<file path="src/rtl/tmds_encoder.sv">
// TMDS 8b/10b channel encoder for one DVI/HDMI colour lane.
// Ports: clk, rst (sync, active-high), VD[7:0], CD[1:0], VDE -> TMDS[9:0] (registered, bit 0 first).
module tmds_encoder (
  input  logic       clk,
  input  logic       rst,
  input  logic [7:0] VD,
  input  logic [1:0] CD,
  input  logic       VDE,
  output logic [9:0] TMDS
);

  localparam logic [9:0] TOK0 = 10'b1101010100;
  localparam logic [9:0] TOK1 = 10'b0010101011;
  localparam logic [9:0] TOK2 = 10'b0101010100;
  localparam logic [9:0] TOK3 = 10'b1010101011;

  function automatic logic [3:0] popcnt8(input logic [7:0] v);
    logic [3:0] s;
    s = '0;
    for (int i = 0; i < 8; i++)
      s = s + {3'b000, v[i]};
    return s;
  endfunction

  logic signed [4:0] cnt;
  logic signed [4:0] cnt_next;
  logic signed [4:0] bal;
  logic [9:0]        sym;
  logic [9:0]        tok;
  logic [8:0]        q_m;
  logic [3:0]        n1_vd;
  logic [3:0]        n1_q;
  logic              use_xnor;
  logic              case_a;
  logic              case_b;

  // Stage 1: transition-minimising chain.
  always_comb begin
    n1_vd    = popcnt8(VD);
    use_xnor = (n1_vd > 4'd4) || ((n1_vd == 4'd4) && !VD[0]);
    q_m      = '0;
    q_m[0]   = VD[0];
    for (int i = 1; i < 8; i++)
      q_m[i] = use_xnor ? ~(q_m[i-1] ^ VD[i]) : (q_m[i-1] ^ VD[i]);
    q_m[8]   = ~use_xnor;
  end

  // bal = n1 - n0 = 2*n1 - 8; 5-bit modular maths keeps it exact.
  assign n1_q = popcnt8(q_m[7:0]);
  assign bal  = $signed({n1_q, 1'b0}) - 5'sd8;

  always_comb begin
    case_a   = (cnt == 5'sd0) || (bal == 5'sd0);
    case_b   = (!cnt[4] && !bal[4]) || (cnt[4] && bal[4]);
    sym      = '0;
    cnt_next = cnt;
    if (case_a) begin
      sym      = {~q_m[8], q_m[8], q_m[8] ? q_m[7:0] : ~q_m[7:0]};
      cnt_next = q_m[8] ? cnt + bal : cnt - bal;
    end else if (case_b) begin
      sym      = {1'b1, q_m[8], ~q_m[7:0]};
      cnt_next = cnt + (q_m[8] ? 5'sd2 : 5'sd0) - bal;
    end else begin
      sym      = {1'b0, q_m[8], q_m[7:0]};
      cnt_next = cnt + bal - (q_m[8] ? 5'sd0 : 5'sd2);
    end
  end

  always_comb begin
    tok = TOK0;
    unique case (CD)
      2'b00: tok = TOK0;
      2'b01: tok = TOK1;
      2'b10: tok = TOK2;
      2'b11: tok = TOK3;
    endcase
  end

  always_ff @(posedge clk) begin
    if (rst) begin
      TMDS <= TOK0;
      cnt  <= 5'sd0;
    end else if (!VDE) begin
      TMDS <= tok;
      cnt  <= 5'sd0;
    end else begin
      TMDS <= sym;
      cnt  <= cnt_next;
    end
  end

endmodule

</file>
<file path="config.mk">
export PLATFORM = sky130hd
export DESIGN_NAME = tmds_encoder
export DESIGN_NICKNAME = d
export VERILOG_FILES = /design/src/rtl/tmds_encoder.sv
export SDC_FILE = /design/constraint.sdc
export NUM_CORES = 1
export LEC_CHECK = 0
export BUFFER_PORTS_ARGS = -buffer_cell sky130_fd_sc_hd__buf_2
export CORE_MARGIN = 3
export CORE_UTILIZATION = 60
export CTS_CLUSTER_DIAMETER = 200
export DETAILED_ROUTE_END_ITERATION = 12
export PLACE_DENSITY = 0.9
export SETUP_SLACK_MARGIN = 0.15
export SLEW_MARGIN = 20
export SYNTH_ARGS = -nofsm -noshare
export SYNTH_HDL_FRONTEND = slang
export SYNTH_SLANG_ARGS = --single-unit
</file>
<file path="constraint.sdc">
create_clock -name clk -period 24.9 [get_ports clk]
set_input_delay 3.735 -clock clk [delete_from_list [all_inputs] [get_ports clk]]
set_output_delay 3.735 -clock clk [all_outputs]
set_load 0.02 [all_outputs]
</file>
==> results of run 1 <==
## synth_stat cells
| cell | n | area share |
|---|---|---|
| nand2b_1 | 2 | 0.0076 |
| mux2i_1 | 3 | 0.018 |
| fa_1 | 12 | 0.15 |
| xor2_1 | 9 | 0.048 |
| buf_1 | 1 | 0.0023 |
| nand2_1 | 3 | 0.0068 |
| nor2_1 | 6 | 0.014 |
| xor2_2 | 1 | 0.0099 |
| a21oi_1 | 6 | 0.018 |
| or2_2 | 1 | 0.0038 |
| nor3b_1 | 1 | 0.0046 |
| xnor2_4 | 2 | 0.033 |
| o22ai_4 | 1 | 0.012 |
| xnor2_2 | 1 | 0.0099 |
| xor2_4 | 1 | 0.017 |
| o211ai_1 | 1 | 0.0046 |
| o41a_1 | 1 | 0.0068 |
| nand3_1 | 1 | 0.0030 |
| a31oi_1 | 2 | 0.0076 |
| o31ai_2 | 1 | 0.0076 |
| a21o_1 | 2 | 0.0091 |
| a211oi_1 | 5 | 0.023 |
| ha_1 | 24 | 0.18 |
| o21ai_0 | 6 | 0.018 |
| o21ai_1 | 1 | 0.0030 |
| nor3_1 | 1 | 0.0030 |
| nand3b_1 | 1 | 0.0046 |
| xnor2_1 | 20 | 0.11 |
| dfxtp_1 | 14 | 0.17 |
| clkbuf_1 | 3 | 0.0068 |
| inv_1 | 28 | 0.064 |
| o41ai_2 | 1 | 0.0099 |
| o21bai_1 | 4 | 0.018 |
## per-layer routing
metal / global-route usage / share of wire / vias up
li1: - / - / 578
met1: 0.252 / 0.43 / 541
met2: 0.335 / 0.51 / 28
met3: 0.00877 / 0.031 / 8
met4: 0.0861 / 0.026 / 0
met5: 0 / 0 / -
## cell families after synthesis
| kind of cell | count (synthesis) | share of synthesized area |
|---|---|---|
| adders and majority gates | 36 | 0.329 |
| DFF | 14 | 0.170 |
| AOI/OAI and AO/OA | 31 | 0.138 |
| buffers and inverters | 32 | 0.0730 |
| muxes | 3 | 0.0183 |
| xor gates and xnor gates | 34 | 0.224 |
| and+or+nand+nor | 16 | 0.0471 |
## sequential cells by signal (all words and copies together) (netlist names)
name,flops
TMDS,10
cnt,4
## worst min-delay path by stage
stage | startpoint | to | slack (ns) | depth (start not counted)
detailed placement | cnt[4]$_SDFF_PP0_ | cnt[3]$_SDFF_PP0_ | 0.76 | 3
finish | cnt[4]$_SDFF_PP0_ | cnt[3]$_SDFF_PP0_ | 0.78 | 3
global placement | cnt[4]$_SDFF_PP0_ | cnt[3]$_SDFF_PP0_ | 0.75 | 3
global route | cnt[4]$_SDFF_PP0_ | cnt[3]$_SDFF_PP0_ | 0.84 | 3
floorplan | cnt[4]$_SDFF_PP0_ | cnt[3]$_SDFF_PP0_ | 0.67 | 3
CTS | cnt[4]$_SDFF_PP0_ | cnt[3]$_SDFF_PP0_ | 0.77 | 3
## layout make-up
class	instances	area, sq um
clock buffer	4	36.3
multi-input combinational	120	1240
timing repair buffer	22	110
fill	191	731
inverter	28	105
tap	30	37.5
sequential	14	280
## critical path, stage by stage
cell     delay, ns
buf_2         0.10
inv_1         0.10
fa_1          0.58
fa_1          0.44
fa_1          0.49
inv_1         0.04
ha_1          0.21
fa_1          0.46
nor3b_1       0.35
o22ai_4       0.24
xnor2_1       0.20
fa_1          0.53
inv_1         0.05
fa_1          0.52
fa_1          0.46
ha_1          0.21
a21oi_1       0.22
xnor2_1       0.24
ha_1          0.32
xnor2_1       0.74
mux2i_1       0.39
xnor2_1       0.23
a21o_1        0.20
## through the flow
stage | worst slack, ns | util | instances | hold WS [ns]
finish | 13.99 | 0.713 | 218 | 0.782
global route | 13.60 | 0.713 | 218 | 0.841
CTS | 13.98 | 0.713 | 218 | 0.775
detailed placement | 13.70 | 0.699 | 214 | 0.756
global placement | 13.96 | 0.699 | 214 | 0.751
floorplan | 14.41 | - | 166 | 0.669
==> run_results.csv, run 1 <==
group,metric,value,unit
cts,cts_setup_buffers,0,
logic_synthesis,syn_area_per_cell,9.91,sq um
sta,relSlewSlack,0.386,
sta,fmax,91.6,MHz
cts,cts_resized,0,
cts,clk_pin_slew,0.08,ns
sta,worstMarginPinSlew,0.915,ns
sta,slew_viol_final,0,
grt,grt_start_max_net_pins,15,
detailed_routing,postRouteAntennaNets,0,
sta,finalCritPeriodShare,0.438,
detailed_routing,viasPerCell,5.30,
worst_setup_path,startpoint_type,"input port",
detailed_routing,wl,3.02,mm
die,die_x,58.4,microns
detailed_routing,dr.pass1.iters,4,
placed_design,place_area,1780,sq um
worst_setup_path,r2r_start,"cnt[1]$_SDFF_PP0_",
grt,grt_usage,0.194,
sta,hold_viol,0,
worst_setup_path,cp-startpoint,"VD[0]",
cts,clk_latency,0.27,ns
sta,finalSetupViolCount,0,
placed_design,place.gp.congestion,0.815,
die,io_pins,23,
cts,cts_tree,"done",
worst_setup_path,endpoint,"TMDS[4]$_SDFF_PP1_",
sta,setup_tns,0,ns
logic_synthesis,syn_nets,215,
logic_synthesis,synth.distinct_cells,33,
finish,final_nets,238,
detailed_routing,routedWlPerCell,13.8,microns
worst_hold_path,hold_class,"reg2reg",
worst_setup_path,reg2reg_to,"cnt[3]$_SDFF_PP0_",
worst_setup_path,r2r_slack,22.65,ns
grt,grt_overflow,0,
sta,rsz0062_at_grt,"no",
logic_synthesis,ys_warn_count,0,
logic_synthesis,synth_area,1650,sq um
detailed_routing,drt_iter0_drc,25,
worst_setup_path,reg2reg_depth,8,
finish,final_cell_mix,"inv_1, ha_1, buf_2",
placed_design,io_buffers,22,
die,rows,18,
grt,antenna_found_initial,0,
grt,grt_pass1_vias,1125,
worst_setup_path,worstPathRequired,25.06,ns
logic_synthesis,ys_ff_latch,14,
die,die_y,58.4,microns
cts,clockRootBuffer,"clkbuf_4",
cts,ctsHoldBuffers,0,
detailed_routing,vias,1155,
finish,antenna_cells,0,
cts,clock_path_buffers,2,
finish,drive_gt1_frac,0.186,
sta,finClkSkew,0.00482,ns
worst_setup_path,cp-end-kind,"flop",
cts,numCtsBuffers,3,
logic_synthesis,netlist_instances,166,
worst_setup_path,arrival,11.08,ns
die,start_util,0.647,
sta,fin_crit,10.91,ns
worst_setup_path,crit_type,"in2reg",
finish,stdcell_area,1810,sq um
die,dieArea,3410,sq um
finish,syn2layout_area_growth,10.3,%
grt,grt_pass1_wl,5.06,mm
die,core_area,2540,sq um
cts,cts.sinks,14,
placed_design,hpwl,2.72,mm
status,status,"finished, final reports clean",
cts,htree_levels,1,
logic_synthesis,ys_seq_area_frac,0.170,
worst_setup_path,worstPathMaxFanout,14,
detailed_routing,remaining_drc_errors,0,
flow_run,max_cap_viol_count,0,
finish,final_common_cell,"inv_1",
Power of run 1 is left out: the tool's default activity adds up to more than one toggle a clock period on the data nets, which glitch-free logic cannot reach.
==> run 2: changes to the inputs <==
Settings changed: CORE_UTILIZATION 60 to 52, PLACE_DENSITY 0.9 to 0.83.
Clock period 24.9 ns to 9.09 ns, I/O delays scaled along.
==> run 2 against run 1 <==
Wire length is 1.3% lower. Worst hold slack lost 0.0074 ns. Sequential cell count did not move. Highest routed layer unchanged.
==> run_results.csv, run 2 (synthesis results as in run 1) <==
group,metric,value,unit
cts,cts_setup_buffers,0,
sta,finalSetupViolCount,0,
cts,ctsHoldBuffers,0,
worst_setup_path,worstPathMaxFanout,14,
grt,grt_start_max_net_pins,15,
detailed_routing,postRouteAntennaNets,0,
grt,grt_overflow,0,
die,die_y,62.3,microns
worst_hold_path,hold_class,"reg2reg",
sta,worstMarginPinSlew,0.707,ns
finish,regMostFlops,"TMDS",
sta,slew_viol_final,0,
die,io_pins,23,
die,die_x,62.3,microns
die,rows,19,
cts,cts_tree,"done",
detailed_routing,routedWlPerCell,12.9,microns
worst_setup_path,worstPathRequired,9.22,ns
worst_setup_path,startpoint_type,"input port",
sta,fmax,122,MHz
finish,final_nets,239,
grt,antenna_found_initial,0,
detailed_routing,drt_iter0_drc,49,
sta,rsz0062_at_grt,"no",
sta,finalCritPeriodShare,0.902,
flow_run,max_cap_viol_count,0,
grt,grt_usage,0.167,
detailed_routing,vias,1142,
sta,worst_hold_slack,0.774,ns
sta,setup_tns,0,ns
cts,clk_latency,0.28,ns
sta,hold_viol,0,
finish,largestRegisters,"TMDS x10, cnt x4",
grt,grt_pass1_vias,1274,
sta,fin_crit,8.20,ns
finish,final_cell_mix,"inv_1, ha_1, buf_2",
cts,numCtsBuffers,3,
finish,drive_gt1_frac,0.190,
cts,clockRootBuffer,"clkbuf_4",
detailed_routing,wl,2.98,mm
cts,clock_path_buffers,2,
worst_setup_path,arrival,8.34,ns
detailed_routing,viasPerCell,4.94,
finish,largest_register_ffs,10,
cts,cts_resized,0,
status,status,"finished, final reports clean",
die,core_area,2880,sq um
die,dieArea,3880,sq um
detailed_routing,remaining_drc_errors,0,
die,start_util,0.572,
finish,syn2layout_area_growth,11.6,%
cts,htree_levels,1,
placed_design,io_buffers,22,
cts,clk_pin_slew,0.08,ns
cts,cts.sinks,14,
worst_setup_path,crit_type,"in2reg",
sta,finClkSkew,0.00244,ns
finish,antenna_cells,0,
worst_setup_path,cp-end-kind,"flop",
finish,n_fill_cell,235,
finish,finish.utilization,0.639,
placed_design,hpwl,2.65,mm
detailed_routing,dr.pass1.iters,3,
sta,relSlewSlack,0.524,
grt,grt_pass1_wl,5.31,mm
finish,final_common_cell,"inv_1",
placed_design,place.gp.congestion,0.909,
run 2: cell types whose count changed in the layout (fill, tap and decap cells not counted):
cell,before,now
buf_4,0,1
run 2: through the flow:
stage                     std cells  setup WS [ns]  cell area, sq um
after floorplan                 166          0.972              1650
after global placement          227          0.767              1800
after detailed placement        227          0.573              1800
after CTS                       231          0.869              1840
after global routing            231          0.501              1840
final                           231          0.887              1840
run 2: worst max-delay path: stages:
cell	delay, ns
buf_2	0.10
inv_1	0.11
fa_1	0.58
fa_1	0.44
fa_1	0.49
inv_1	0.04
ha_1	0.20
fa_1	0.46
nor3b_1	0.37
o22ai_4	0.24
xnor2_1	0.19
fa_1	0.53
inv_1	0.06
fa_1	0.52
fa_1	0.46
ha_1	0.22
xnor2_1	0.41
inv_1	0.15
ha_1	0.32
inv_1	0.09
ha_1	0.30
a21oi_1	0.14
o21bai_1	0.09
xnor2_1	0.13
a211oi_1	0.24
a211oi_1	0.07
run 2: path summary, 6_finish.rpt:
check | from | to | slack (ns) | cells after the start
hold / removal | cnt[4]$_SDFF_PP0_ | cnt[3]$_SDFF_PP0_ | 0.77 | 3
setup reg to reg | cnt[1]$_SDFF_PP0_ | cnt[3]$_SDFF_PP0_ | 6.93 | 8
setup / recovery | VD[0] | cnt[4]$_SDFF_PP0_ | 0.89 | 26
hold reg to reg | cnt[4]$_SDFF_PP0_ | cnt[3]$_SDFF_PP0_ | 0.77 | 3
run 2: per-layer routing:
layer,vias to the layer above,part of all wire,GRT usage
li1,578,-,-
met1,539,0.43,0.189
met2,20,0.53,0.316
met3,5,0.025,0.0198
met4,0,0.014,0.0661
met5,-,0,0
run 2: area by class of cell:
type	count	area (sq um)	share of cell area
multi-input combinational	120	1240	0.678
clock buffer	4	36.3	0.0198
timing repair buffer	23	118	0.0640
inverter	28	105	0.0572
sequential	14	280	0.153
tap	42	52.6	0.0286
Power of run 2 is left out for the same reason.
